$ cat config.mk
export PLATFORM = sky130hd
export DESIGN_NAME = branch_unit
export DESIGN_NICKNAME = d
export VERILOG_FILES = /design/src/rtl/branch_unit.sv
export SDC_FILE = /design/constraint.sdc
export NUM_CORES = 1
export LEC_CHECK = 0
export CORE_UTILIZATION = 50
export CTS_CLUSTER_SIZE = 10
export DETAILED_ROUTE_END_ITERATION = 10
export GPL_TIMING_DRIVEN = 0
export PLACE_DENSITY = 0.77
export SYNTH_ARGS = -nofsm -noshare
export SYNTH_HDL_FRONTEND = slang
export SYNTH_SLANG_ARGS = --single-unit
$ cat constraint.sdc
create_clock -name clk -period 5.4 [get_ports clk]
set_clock_uncertainty 0.1 [all_clocks]
set_input_delay 1.08 -clock clk [delete_from_list [all_inputs] [get_ports clk]]
set_output_delay 1.08 -clock clk [all_outputs]
set_load 0.02 [all_outputs]
$ cat src/rtl/branch_unit.sv
// branch_unit: resolves branches against a flag register, squashes one shadow slot after a taken
// branch, and keeps a circular return-address stack for bl/ret.
module branch_unit #(
  parameter int ADDR_W    = 32,
  parameter int RAS_DEPTH = 4,
  parameter int PC_STEP   = 4
) (
  input  logic              clk,
  input  logic              rst_n,
  input  logic              flag_we,
  input  logic              alu_zero,
  input  logic              alu_carry,
  input  logic              alu_sign,
  input  logic              br_valid,
  input  logic [3:0]        br_type,
  input  logic [ADDR_W-1:0] pc_in,
  input  logic [ADDR_W-1:0] imm_target,
  input  logic [ADDR_W-1:0] reg_target,
  output logic              taken,
  output logic [ADDR_W-1:0] next_pc,
  output logic              flush,
  output logic              ras_overflow,
  output logic              ras_underflow
);
  localparam int PW = $clog2(RAS_DEPTH);
  localparam int CW = $clog2(RAS_DEPTH + 1);
  localparam logic [PW-1:0] LAST = PW'(RAS_DEPTH - 1);
  localparam logic [CW-1:0] FULL = CW'(RAS_DEPTH);
  typedef enum logic {NORMAL, SHADOW} state_t;
  state_t state;
  logic z, c, s;
  logic [ADDR_W-1:0] stack [RAS_DEPTH];
  logic [PW-1:0] ptr, prev, nxt;
  logic [CW-1:0] cnt;
  logic hit, push, pop, res, empty;
  logic [ADDR_W-1:0] tgt;
  // ptr is the next write slot; when full it also points at the oldest entry
  assign prev  = ptr == '0 ? LAST : ptr - 1'b1;
  assign nxt   = ptr == LAST ? '0 : ptr + 1'b1;
  assign empty = cnt == '0;
  always_comb begin
    hit  = 1'b1;
    tgt  = imm_target;
    push = 1'b0;
    pop  = 1'b0;
    case (br_type)
      4'h0: tgt = reg_target;
      4'h1: hit = 1'b1;
      4'h2: hit = z;
      4'h3: hit = !z;
      4'h4: push = 1'b1;
      4'h5: hit = c;
      4'h6: hit = s;
      4'h7: hit = !c;
      4'h8: begin
        pop = 1'b1;
        tgt = empty ? reg_target : stack[prev];
      end
      default: hit = 1'b0;
    endcase
  end
  assign res = br_valid && state == NORMAL && hit;
  always_ff @(posedge clk or negedge rst_n) begin
    if (!rst_n) begin
      state         <= NORMAL;
      {z, c, s}     <= 3'b000;
      ptr           <= '0;
      cnt           <= '0;
      taken         <= 1'b0;
      flush         <= 1'b0;
      next_pc       <= '0;
      ras_overflow  <= 1'b0;
      ras_underflow <= 1'b0;
    end else begin
      if (flag_we) {z, c, s} <= {alu_zero, alu_carry, alu_sign};
      taken         <= res;
      flush         <= res;
      ras_underflow <= res && pop && empty;
      ras_overflow  <= ras_overflow || (res && push && cnt == FULL);
      state         <= res ? SHADOW : NORMAL;
      if (res) next_pc <= tgt;
      if (res && push) begin
        ptr <= nxt;
        cnt <= cnt == FULL ? cnt : cnt + 1'b1;
      end
      if (res && pop && !empty) begin
        ptr <= prev;
        cnt <= cnt - 1'b1;
      end
    end
  end
  always_ff @(posedge clk)
    if (res && push) stack[ptr] <= pc_in + ADDR_W'(PC_STEP);
endmodule

==> key figures <==
Run status
  • Status: finished clean

Route
  • DR vias: around 4.9k
  • DR vias/cell: 5.81
  • DR WL/cell: between 20 and 25 µm
  • DR pass1 iterations: 5
  • DR DRC count: 0
  • 1st-iter DRT viols: between 300 and 400
  • Final WL: approximately 18 mm
  • Post-route ant nets: 0

Timing
  • Worst hold slack: 372 ps
  • Final setup viols: 0
  • Final Cycle Share: 74.0%
  • Max-slew violations: 0
  • Final Hold Viols: 0
  • Post-Route Setup TNS: 0 ps
  • Min cycle time layout: 3990 ps
  • FMAX: 250 MHz
  • Worst setup margin: around 1400 ps
  • RSZ-0062 raised after global routing: no
  • Relative max-transition margin: 26.9%
  • Slew @ Worst Pin: roughly 1100 ps

Power and ir drop
  • Peak supply drop: 0.294 mV
  • Pleak: approximately 3.8 nW
  • PD cells: roughly 400 mW/mm²
  • Tot Pwr: ~0.0041 W

Clock network
  • Clock slew seen by the registers of the worst setup and hold paths: 60 ps
  • CTS tree: built
  • Hold-fix buffers at CTS: 0
  • Max Root-Sink Buffers: 2
  • Insertion delay to the later sink of the worst-skew pair: 420 ps
  • Clock Tree Root: clkbuf_16
  • Htree depth: 4
  • Clock sinks: 171
  • Post-CTS sizing: 0
  • Setup Fix Bufs, Post-CTS: 0
  • Num CTS Buffers: 17

Logic synthesis
  • Async SR Flop Fraction: between 20% and 30%
  • Main flop type after synthesis: edfxtp_1
  • Syn_area_per_cell: about 17 µm²
  • Post-Syn Instances: ~470
  • Mapped cell area: approximately 0.0079 mm²
  • Synth unique cells: 47
  • EDFF count, synth: ~130
  • FF+latch count, synth: between 150 and 200
  • Sequential-to-total area share from yosys stat: between 60% and 70%
  • Ys Warns: 0
  • Syn Nets: between 500 and 600

Placement
  • Port bufs: between 100 and 150
  • Pre-CTS WS: between 1000 and 1500 ps
  • Routability cong.: 0.841
  • Cells after DPL: roughly 800
  • DP Wirelength: roughly 12 mm

Finish
  • Multi-input logic area: approximately 0.0027 mm²
  • Layout net count: about 740
  • Fill cells: around 1.0k
  • Fraction of layout cells with a size suffix above 1: between 15 and 20%
  • Antenna diodes: 0
  • Layout overhead on the synthesized area: 29.0%
  • Most common cell after layout, fill and taps aside: clkdlybuf4s50_1
  • Most frequent cells in the layout: clkdlybuf4s50_1 (140), edfxtp_1 (128), dfrtp_1 (43)
  • Seq. cell area: between 0.004 and 0.005 mm²
  • Fin cells: 850

Worst setup path
  • Crit path max fanout: 10
  • WP data arrival: ~4200 ps
  • Critical path type: in -> reg
  • Worst setup EP type: flop
  • CP Launch Type: input pin
  • CP required: about 5600 ps

Hold path
  • HP Class: reg -> reg

Floorplanning
  • Die Wd: 128 µm
  • Starting Density: 51.6%
  • Ports: approximately 140
  • Die height: ~130 µm
  • Full die area: around 0.016 mm²
  • Core Region: 0.0153 mm²
  • FP Rows: 45

Global route
  • GRT overflow: 0
  • Antenna violations before repair: 0
  • Total Routing Usage GR: a little under a quarter
  • Vias in the first global route: about 5k
  • Largest net degree at the start of global routing: 33
  • Global-route wire length before repair: around 28 mm

Run
  • Max-cap violations: 0
==> final timing paths <==
path,cells past startpoint,slack (ps),from,endpoint
setup / recovery,10,1410,br_type[1],cnt[2]
hold / removal,1,370,ras_overflow,ras_overflow
setup reg to reg,8,2640,ptr[0],next_pc[9]
hold reg to reg,1,370,ras_overflow,ras_overflow
max in group asynchronous,2,4130,rst_n,next_pc[25]
min in group asynchronous,1,530,rst_n,next_pc[10]
==> metal layers <==
| metal | up-vias | wire, µm | part of all wire (%) | track usage, % |
|---|---|---|---|---|
| met4 | 0 | 407 | 2.2 | 9.48 |
| li1 | 2204 | - | - | - |
| met1 | 2527 | 7480 | 41 | 29.7 |
| met3 | 32 | 840 | 4.6 | 4.17 |
| met5 | - | 0 | 0 | 0 |
| met2 | 176 | 9440 | 52 | 39.6 |
==> synth_stat cells, types with 4 or more instances <==
master | n | area (µm²)
mux4_1 | 18 | 473
buf_6 | 5 | 56.3
nand3_1 | 14 | 70.1
ha_1 | 5 | 62.6
dfrtp_1 | 43 | 1080
nand2b_1 | 4 | 25.0
nand4_1 | 8 | 50.1
nor3_1 | 7 | 35.0
buf_2 | 6 | 30.0
and3_1 | 42 | 263
xor2_1 | 4 | 35.0
xnor2_1 | 26 | 228
edfxtp_1 | 128 | 3840
buf_4 | 4 | 30.0
nor2_1 | 5 | 18.8
mux2_4 | 29 | 435
o21ai_0 | 6 | 30.0
nand2_1 | 14 | 52.6
a221o_1 | 29 | 290
and4_1 | 4 | 35.0
clkbuf_1 | 8 | 30.0
inv_1 | 5 | 18.8
mux2_2 | 5 | 56.3
mux4_2 | 12 | 270
==> registers in the layout, indices dropped and copies added, names as in the netlist <==
register,cells
c,1
cnt,3
flush,1
next_pc,32
ptr,2
ras_overflow,1
ras_underflow,1
s,1
stack,128
z,1
==> final cells by class <==
cell class,count,share of cell area [%]
Tap cell,211,2.59
Timing Repair Buffer,142,14.0
Inverter,5,0.184
Clock buffer,23,4.80
Buffer,30,2.50
Sequential cell,171,48.3
Multi-Input combinational cell,259,26.6
Clock inverter,9,1.08
==> stage by stage <==
stage          cell area [µm²]  utilization (%)
2_1_floorplan             7900                -
3_3_place_gp              9580             62.5
3_5_place_dp              9600             62.7
4_1_cts                  10200             66.6
5_1_grt                  10200             66.6
6_report                 10200             66.6
==> worst max-delay path, cell delays in order <==
cell             delay [ps]
clkdlybuf4s50_1         510
nor3_1                  910
and3_1                  300
buf_6                   160
buf_8                   140
nand2_1                  70
fa_1                    430
nor3_1                  200
o21ai_0                 110
a22o_2                  270
==> report_power, final <==
part	switching, W	internal (W)	total [W]
Sequential	0.0000772	0.00152	0.00160
Clock	0.000498	0.000734	0.00123
Combinational	0.000576	0.000701	0.00128
==> logic make-up after synthesis <==
logic type,after synthesis,synth area share [%]
DFF,171,62.3
muxes,67,16.4
xor gates and xnor gates,30,3.33
AOI/OAI and AO/OA,51,5.84
and+or+nand+nor,105,7.65
adders and majority gates,6,1.05
buffers and inverters,35,3.47
Note: power is estimated with default switching activity, not from simulation.
